File: src/rtl/alu_issue_ctrl.sv
// alu_issue_ctrl: queues ALU requests in a small FIFO, drives the combinational
// ALU from the FIFO head and captures result/flags into a registered output
// stage. Both sides use valid/ready handshakes so requester and consumer can
// stall independently. Up to DEPTH+1 results can be in flight.
module alu_issue_ctrl #(
  parameter int DW    = 16,
  parameter int DEPTH = 4,
  parameter int AW    = 2
) (
  input  logic          clk,
  input  logic          rst_n,
  input  logic          flush,
  input  logic          in_valid,
  output logic          in_ready,
  input  logic [2:0]    in_op,
  input  logic [DW-1:0] in_a,
  input  logic [DW-1:0] in_b,
  input  logic [3:0]    in_tag,
  output logic [DW-1:0] alu_a,
  output logic [DW-1:0] alu_b,
  output logic [2:0]    alu_control,
  input  logic [DW-1:0] alu_result,
  input  logic          alu_zero,
  input  logic          alu_lt,
  output logic          out_valid,
  input  logic          out_ready,
  output logic [DW-1:0] out_result,
  output logic          out_zero,
  output logic          out_lt,
  output logic [3:0]    out_tag,
  output logic [AW:0]   count,
  output logic [15:0]   done_cnt
);

  localparam logic [AW:0] FullCount = (AW+1)'(DEPTH);

  logic [2:0]    opMem_q  [DEPTH];
  logic [DW-1:0] aMem_q   [DEPTH];
  logic [DW-1:0] bMem_q   [DEPTH];
  logic [3:0]    tagMem_q [DEPTH];

  logic [AW-1:0] wrPtr_q, wrPtr_d;
  logic [AW-1:0] rdPtr_q, rdPtr_d;
  logic [AW:0]   count_q, count_d;
  logic          outValid_q, outValid_d;
  logic [DW-1:0] outResult_q, outResult_d;
  logic          outZero_q, outZero_d;
  logic          outLt_q, outLt_d;
  logic [3:0]    outTag_q, outTag_d;
  logic [15:0]   doneCnt_q, doneCnt_d;

  logic notEmpty;
  logic push;
  logic pop;
  logic handshake;

  // in_ready looks only at the registered count, so a full FIFO never takes a
  // push even in a cycle where it also pops.
  assign notEmpty  = (count_q != '0);
  assign in_ready  = (count_q < FullCount);
  assign push      = in_valid && in_ready;
  assign pop       = notEmpty && (!outValid_q || out_ready);
  assign handshake = outValid_q && out_ready;

  assign out_valid  = outValid_q;
  assign out_result = outResult_q;
  assign out_zero   = outZero_q;
  assign out_lt     = outLt_q;
  assign out_tag    = outTag_q;
  assign count      = count_q;
  assign done_cnt   = doneCnt_q;

  // Present the head entry to the ALU; idle value is "pass a" with zero operands.
  always_comb begin
    alu_a       = '0;
    alu_b       = '0;
    alu_control = 3'b111;
    if (notEmpty) begin
      alu_a       = aMem_q[rdPtr_q];
      alu_b       = bMem_q[rdPtr_q];
      alu_control = opMem_q[rdPtr_q];
    end
  end

  // Next-state for pointers, occupancy, output stage and delivered-result count.
  always_comb begin
    wrPtr_d     = wrPtr_q;
    rdPtr_d     = rdPtr_q;
    count_d     = count_q;
    outValid_d  = outValid_q;
    outResult_d = outResult_q;
    outZero_d   = outZero_q;
    outLt_d     = outLt_q;
    outTag_d    = outTag_q;
    doneCnt_d   = doneCnt_q;
    if (flush) begin
      wrPtr_d    = '0;
      rdPtr_d    = '0;
      count_d    = '0;
      outValid_d = 1'b0;
    end else begin
      if (push) begin
        wrPtr_d = wrPtr_q + AW'(1);
      end
      if (pop) begin
        rdPtr_d = rdPtr_q + AW'(1);
      end
      if (push && !pop) begin
        count_d = count_q + (AW+1)'(1);
      end else if (!push && pop) begin
        count_d = count_q - (AW+1)'(1);
      end
      if (pop) begin
        outValid_d  = 1'b1;
        outResult_d = alu_result;
        outZero_d   = alu_zero;
        outLt_d     = alu_lt;
        outTag_d    = tagMem_q[rdPtr_q];
      end else if (handshake) begin
        outValid_d = 1'b0;
      end
      if (handshake) begin
        doneCnt_d = doneCnt_q + 16'd1;
      end
    end
  end

  // Control and output registers with synchronous active-low reset.
  always_ff @(posedge clk) begin
    if (!rst_n) begin
      wrPtr_q     <= '0;
      rdPtr_q     <= '0;
      count_q     <= '0;
      outValid_q  <= 1'b0;
      outResult_q <= '0;
      outZero_q   <= 1'b0;
      outLt_q     <= 1'b0;
      outTag_q    <= '0;
      doneCnt_q   <= '0;
    end else begin
      wrPtr_q     <= wrPtr_d;
      rdPtr_q     <= rdPtr_d;
      count_q     <= count_d;
      outValid_q  <= outValid_d;
      outResult_q <= outResult_d;
      outZero_q   <= outZero_d;
      outLt_q     <= outLt_d;
      outTag_q    <= outTag_d;
      doneCnt_q   <= doneCnt_d;
    end
  end

  // FIFO storage needs no reset; a write is dropped under reset or flush.
  always_ff @(posedge clk) begin
    if (rst_n && !flush && push) begin
      opMem_q[wrPtr_q]  <= in_op;
      aMem_q[wrPtr_q]   <= in_a;
      bMem_q[wrPtr_q]   <= in_b;
      tagMem_q[wrPtr_q] <= in_tag;
    end
  end

endmodule

File: config.mk
export PLATFORM = sky130hd
export DESIGN_NAME = alu_issue_ctrl
export DESIGN_NICKNAME = d
export VERILOG_FILES = /design/src/rtl/alu_issue_ctrl.sv
export SDC_FILE = /design/constraint.sdc
export NUM_CORES = 1
export LEC_CHECK = 0
export CORE_UTILIZATION = 52
export DETAILED_ROUTE_END_ITERATION = 8
export PLACE_DENSITY = 0.8
export SYNTH_ARGS = -nofsm -noshare
export SYNTH_HDL_FRONTEND = slang
export SYNTH_SLANG_ARGS = --single-unit
File: constraint.sdc
create_clock -name clk -period 3.3 [get_ports clk]
set_clock_uncertainty 0.2 [all_clocks]
set_input_delay 0.66 -clock clk [delete_from_list [all_inputs] [get_ports clk]]
set_output_delay 0.66 -clock clk [all_outputs]
set_load 0.02 [all_outputs]
==> results of run 1 <==
cells in the mapped netlist (all sizes together):
cell | count | area share
a21boi | 26 | 0.024
a21oi | 3 | 0.0019
and2 | 41 | 0.032
and2b | 1 | 0.00094
and3 | 6 | 0.0047
and4 | 1 | 0.0011
and4b | 1 | 0.0013
buf | 13 | 0.0082
clkbuf | 11 | 0.0053
dfxtp | 48 | 0.12
edfxtp | 156 | 0.59
fa | 1 | 0.0025
ha | 6 | 0.0094
inv | 6 | 0.0028
mux2i | 5 | 0.0063
mux4 | 39 | 0.11
nand2 | 49 | 0.023
nand2b | 4 | 0.0031
nand3 | 8 | 0.0066
nand3b | 1 | 0.0025
nand4 | 3 | 0.0042
nor2 | 8 | 0.0038
nor2b | 3 | 0.0024
nor3 | 4 | 0.0038
nor3b | 1 | 0.0016
nor4b | 1 | 0.0030
o21ai | 5 | 0.0031
or2 | 3 | 0.0024
or2b | 1 | 0.00094
or3 | 7 | 0.0057
xnor2 | 6 | 0.0066
xor2 | 7 | 0.0077
per-layer routing:
layer	vias to the layer above	part of all wire
li1	2106	-
met1	2324	0.42
met2	169	0.49
met3	27	0.072
met4	0	0.022
met5	-	0
cell type report:
cell class                 count  area share
clock buffer                  30      0.0560
clock inverter                10     0.00809
inverter                       6     0.00217
multi-input combinational    241       0.212
sequential                   204       0.545
tap                          184      0.0222
timing repair buffer         160       0.154
state kept, by name, indices dropped and copies added, names as in the netlist, named ones only:
name / cells
out_zero: 1
aMem_q: 64
out_result: 16
wrPtr_q: 2
out_tag: 4
done_cnt: 16
count: 3
out_valid: 1
bMem_q: 64
tagMem_q: 16
opMem_q: 12
out_lt: 1
rdPtr_q: 2
through the flow:
step,utilization,instances,power (mW),hold WS [ns]
final,0.702,835,8.15,0.257
after global routing,0.702,835,8.50,0.283
after CTS,0.702,835,8.25,0.261
after detailed placement,0.657,795,5.98,0.253
after global placement,0.657,795,5.92,0.240
after floorplan,-,475,4.67,0.332
repair_timing:
action	CTS	global route
pin swaps	0	0
setup endpoints to repair	3	2
resized for setup	3	1
critical path: stages (launching register included):
cell	delay [ns]
dfxtp_2	0.37
buf_12	0.20
mux4_2	0.52
and2_1	0.21
clkdlybuf4s50_1	0.55
power by group:
part	total [mW]	switching, mW	internal [mW]
Clock	2.26	0.947	1.32
Combinational	2.83	1.46	1.37
Sequential	3.05	0.126	2.93
kinds of logic (layout without fill, tap and decap cells):
kind of cell / count (synthesis) / after routing / share of synthesized area
AOI/OAI and AO/OA: 34 / 34 / 0.0295
xor gates and xnor gates: 13 / 13 / 0.0143
adders and majority gates: 7 / 7 / 0.0119
buffers and inverters: 30 / 206 / 0.0163
DFF: 204 / 204 / 0.708
muxes: 44 / 44 / 0.116
and+or+nand+nor: 143 / 143 / 0.103
worst paths after layout:
check / endpoint / slack (ns)
max: alu_a[14] / 0.08
min: out_result[4]$_SDFFE_PN0P_ / 0.26
max reg2reg: count[2]$_SDFFE_PP0P_ / 0.64
min reg2reg: out_result[4]$_SDFFE_PN0P_ / 0.26
==> flow_metrics.tcl, run 1 <==
set metrics [dict create \
    fmax_ghz 0.310 \
    grt_pass1_vias 4819 \
    synth_seq_cells 204 \
    vias 4626 \
    fin_crit_ns 3.22 \
    maxCapViolCount 0 \
    synth_fp_nets 544 \
    cts_buffers 22 \
    multi_input_area_um2 2200 \
    mostFrequentLayoutCells "edfxtp_1, clkdlybuf4s50_1, nand2_1" \
    clkTransAtPathRegs_ns 0.05 \
    h-tree-depth 1 \
    start_util 0.540 \
    cts_setup_buffers 0 \
    grt_usage 0.210 \
    drt_iter0_drc 215 \
    max-slew-margin-rel 0.511 \
    power_density_nw_per_um2 786 \
    hpwl_mm 10.4 \
    clk_latency_ns 0.51 \
    pre_cts_ws_ns 0.209 \
    met3_usage 0.0544 \
    synthToLayoutAreaGrowth_pct 30.0 \
    drt-total-wl_mm 16.1 \
    grt_max_degree 43 \
    drc 0 \
    outcome "finished, final reports clean" \
    syn-mean-instance-area_um2 16.8 \
    place_area_um2 9700 \
    layout-drive-gt1-share 0.160 \
    grt_util_met1 0.270 \
    met2_usage 0.355 \
    globalplace.congestion 0.793 \
    critPathCaptureType "primary output" \
    antenna_found_initial 0 \
    critPathKind "reg2out" \
    ir_drop_uv 558 \
    rsz0062_at_grt "no" \
    worst_setup_path_start_kind "register" \
    num_rows 44 \
    clkSinkCount 204 \
    setup_viol 0 \
    hold_class "reg2reg" \
    required_ns 2.44 \
    seq_area_frac_synth 0.708 \
    min_period_over_period 0.977 \
    finalHoldViolCount 0 \
    hold_start "out_result[4]$_SDFFE_PN0P_" \
    synthCells 475 \
    postCtsHoldBufs 0 \
    layout_commonest_cell "edfxtp_1" \
    arrival_ns 2.36 \
    grt_pass1_wl_mm 25.6 \
    die-height_um 126 \
    clk_path_buf_depth 3 \
    layout_setup_ws_ns 0.0758 \
    ioPinCount 140 \
    r2r_cells 9 \
    leakage_nw 3.49 \
    synthesis.area_um2 7970 \
    worst-path-max-fanout 17 \
    viasPerCell 5.54 \
    dieArea_um2 15800 \
    diodes 0 \
    seq_area_um2 5650 \
    clockRootBuffer "clkbuf_16" \
    finalSetupTns_ns 0 \
    fin_area_um2 10400 \
    whs_path_depth 2 \
    ys_warn_count 0 \
    core_um2 14800 \
    maxSlewViolCount 0 \
    rr_startpoint "count[2]$_SDFFE_PP0P_" \
    port_buffers 139 \
    nets 704 \
    antenna_left 0 \
    die_x_um 126 \
    cts_tree "built" \
    yosysUniqueCellTypes 40 \
    dr.pass1.iters 4 \
    overflow 0 \
    fill_cells 958 \
    tightestPinTransition_ns 0.734 \
    top_usage_layer "met2" \
    wire_per_inst_um 19.3 \
]
Power figures use the tool's default switching activity.
==> run 2: changes to the inputs <==
--- a/config.mk
+++ b/config.mk
@@ -5,9 +5,9 @@
 export SDC_FILE = /design/constraint.sdc
 export NUM_CORES = 1
 export LEC_CHECK = 0
-export CORE_UTILIZATION = 52
+export CORE_UTILIZATION = 47
 export DETAILED_ROUTE_END_ITERATION = 8
-export PLACE_DENSITY = 0.8
+export PLACE_DENSITY = 0.76
 export SYNTH_ARGS = -nofsm -noshare
 export SYNTH_HDL_FRONTEND = slang
 export SYNTH_SLANG_ARGS = --single-unit
==> constraint.sdc (replaced) <==
create_clock -name clk -period 2.8 [get_ports clk]
set_clock_uncertainty 0.2 [all_clocks]
set_input_delay 0.56 -clock clk [delete_from_list [all_inputs] [get_ports clk]]
set_output_delay 0.56 -clock clk [all_outputs]
set_load 0.02 [all_outputs]
==> run 2 against run 1 <==
Effect of this change:
- flip-flop and latch count unchanged
- hold slack got worse by 0.0040 ns
- final cell count increased by 5.7%
- non-clock buffer count increased by 14
- wire length decreased by 1.6%
- clock power increased by 17%
- die area increased by 10%
==> flow_metrics.tcl, run 2 (same netlist as run 1, synthesis figures left out) <==
set metrics [dict create \
    port_buffers 139 \
    outcome "finished, final reports clean" \
    required_ns 2.04 \
    max_stage_delay_ns 0.49 \
    overflow 0 \
    fin_total_pwr_mw 9.67 \
    dr.pass1.iters 6 \
    fin_area_um2 10500 \
    synthToLayoutAreaGrowth_pct 32.1 \
    vias 4595 \
    min_period_over_period 0.985 \
    whs_ns 0.253 \
    start_util 0.481 \
    p_int_mw 6.69 \
    hold_class "reg2reg" \
    grt_pass1_vias 4838 \
    wire_per_inst_um 17.9 \
    num_rows 47 \
    viasPerCell 5.20 \
    clkSinkCount 204 \
    setup_viol 0 \
    critPathKind "reg2out" \
    final_cells 883 \
    ir_drop_uv 660 \
    core_um2 16600 \
    clkTransAtPathRegs_ns 0.06 \
    crit_chain "buf_12 -> buf_12 -> mux4_2 -> and2_1 -> buf_2" \
    grt_pass1_wl_mm 25.5 \
    fin_crit_ns 2.76 \
    seq_power_share 0.369 \
    cts_buffers 21 \
    worst-path-max-fanout 7 \
    clk_path_buf_depth 3 \
    cts_tree "built" \
    fill_cells 1177 \
    maxSlewViolCount 0 \
    rsz0062_at_grt "yes" \
    p_switching_mw 2.99 \
    nets 717 \
    diodes 0 \
    dpl.cell_count 835 \
    maxCapViolCount 0 \
    crit_path_frequent_cell "buf_12" \
    antenna_found_initial 0 \
    tightestPinTransition_ns 0.749 \
    dieArea_um2 17500 \
    ioPinCount 140 \
    p_clk_frac 0.273 \
    hpwl_mm 10.1 \
    grt_max_degree 43 \
    p_sw_frac 0.309 \
    place_area_um2 9840 \
    fmax_ghz 0.362 \
    crit_slowest_cell "mux4_2" \
    h-tree-depth 1 \
    finalHoldViolCount 0 \
    drc 0 \
    max-slew-margin-rel 0.501 \
    arrival_ns 2.00 \
    clk_latency_ns 0.48 \
    pre_cts_ws_ns -0.0523 \
    mostFrequentLayoutCells "edfxtp_1, clkdlybuf4s50_1, nand2_1" \
    drt-total-wl_mm 15.8 \
    final_util 0.635 \
    leakage_nw 3.66 \
    finalSetupTns_ns 0 \
    worst_setup_path_start_kind "register" \
    globalplace.congestion 0.775 \
    largestRegisters "aMem_q: 64 flops, bMem_q: 64 flops" \
    power_frac_comb 0.358 \
    drt_iter0_drc 274 \
    postCtsHoldBufs 0 \
    layout_commonest_cell "edfxtp_1" \
    antenna_left 0 \
    layout_setup_ws_ns 0.0412 \
    power_density_nw_per_um2 919 \
    layout-drive-gt1-share 0.240 \
    die-height_um 132 \
    clockRootBuffer "clkbuf_16" \
    die_x_um 132 \
    critPathCaptureType "primary output" \
    grt_usage 0.187 \
]
[run 2: changes by cell type in the layout (fill, tap and decap cells not counted), moves of 2 or more]
cell	delta
clkbuf_1	+2
buf_6	+7
and2_1	-6
clkinv_2	-2
clkbuf_8	+4
buf_2	+27
clkdlybuf4s50_1	-32
buf_4	+4
dlygate4sd2_1	-3
buf_12	+9
clkinv_1	-4
and2_4	+6
[run 2: final cells by class]
cell class / count / area [um^2] / area share
clock inverters: 3 / 42.5 / 0.00404
well taps: 220 / 275 / 0.0261
clock buffers: 35 / 618 / 0.0587
repair buffers: 174 / 1710 / 0.162
inverters: 6 / 22.5 / 0.00214
flip-flops and latches: 204 / 5650 / 0.537
multi-input cells: 241 / 2210 / 0.210
[run 2: power by group through the flow]
| stage | sequential, mW | combinational (mW) | clock (mW) |
|---|---|---|---|
| after floorplan | 3.75 | 1.75 | 0 |
| after global placement | 3.62 | 3.45 | 0 |
| after detailed placement | 3.63 | 3.49 | 0 |
| after CTS | 3.57 | 3.44 | 2.73 |
| after global routing | 3.59 | 3.70 | 2.83 |
| final | 3.57 | 3.46 | 2.64 |
[run 2: metal layers]
metal,vias up,global-route usage,part of all wire
met3,22,0.0515,0.074
met2,146,0.320,0.49
met5,-,0,0
met1,2301,0.239,0.42
li1,2126,-,-
met4,0,0.0396,0.014
[run 2: path summary, 6_finish.rpt]
kind,start,slack (ns),depth (start not counted),to
worst max-delay path,register,0.04,5,alu_b[1]
worst min-delay path,out_result[14]$_SDFFE_PN0P_,0.25,2,out_result[14]$_SDFFE_PN0P_
worst max register to register,count[1]$_SDFFE_PP0P_,0.27,9,count[2]$_SDFFE_PP0P_
worst min register to register,out_result[14]$_SDFFE_PN0P_,0.25,2,out_result[14]$_SDFFE_PN0P_
[run 2: timing repair]
item,CTS,global route
setup endpoints to repair,35,16
pin swaps,0,0
gates cloned,1,0
resized for setup,132,30
buffers inserted,8,1
hold endpoints to repair,0,0
[run 2: worst max-delay path: cells and delay by family (launching register included)]
| family | cells | cell delay, ns |
|---|---|---|
| buffers and inverters | 3 | 0.44 |
| flip-flops | 1 | 0.40 |
| multiplexers | 1 | 0.49 |
| AND/OR/NAND/NOR | 1 | 0.18 |
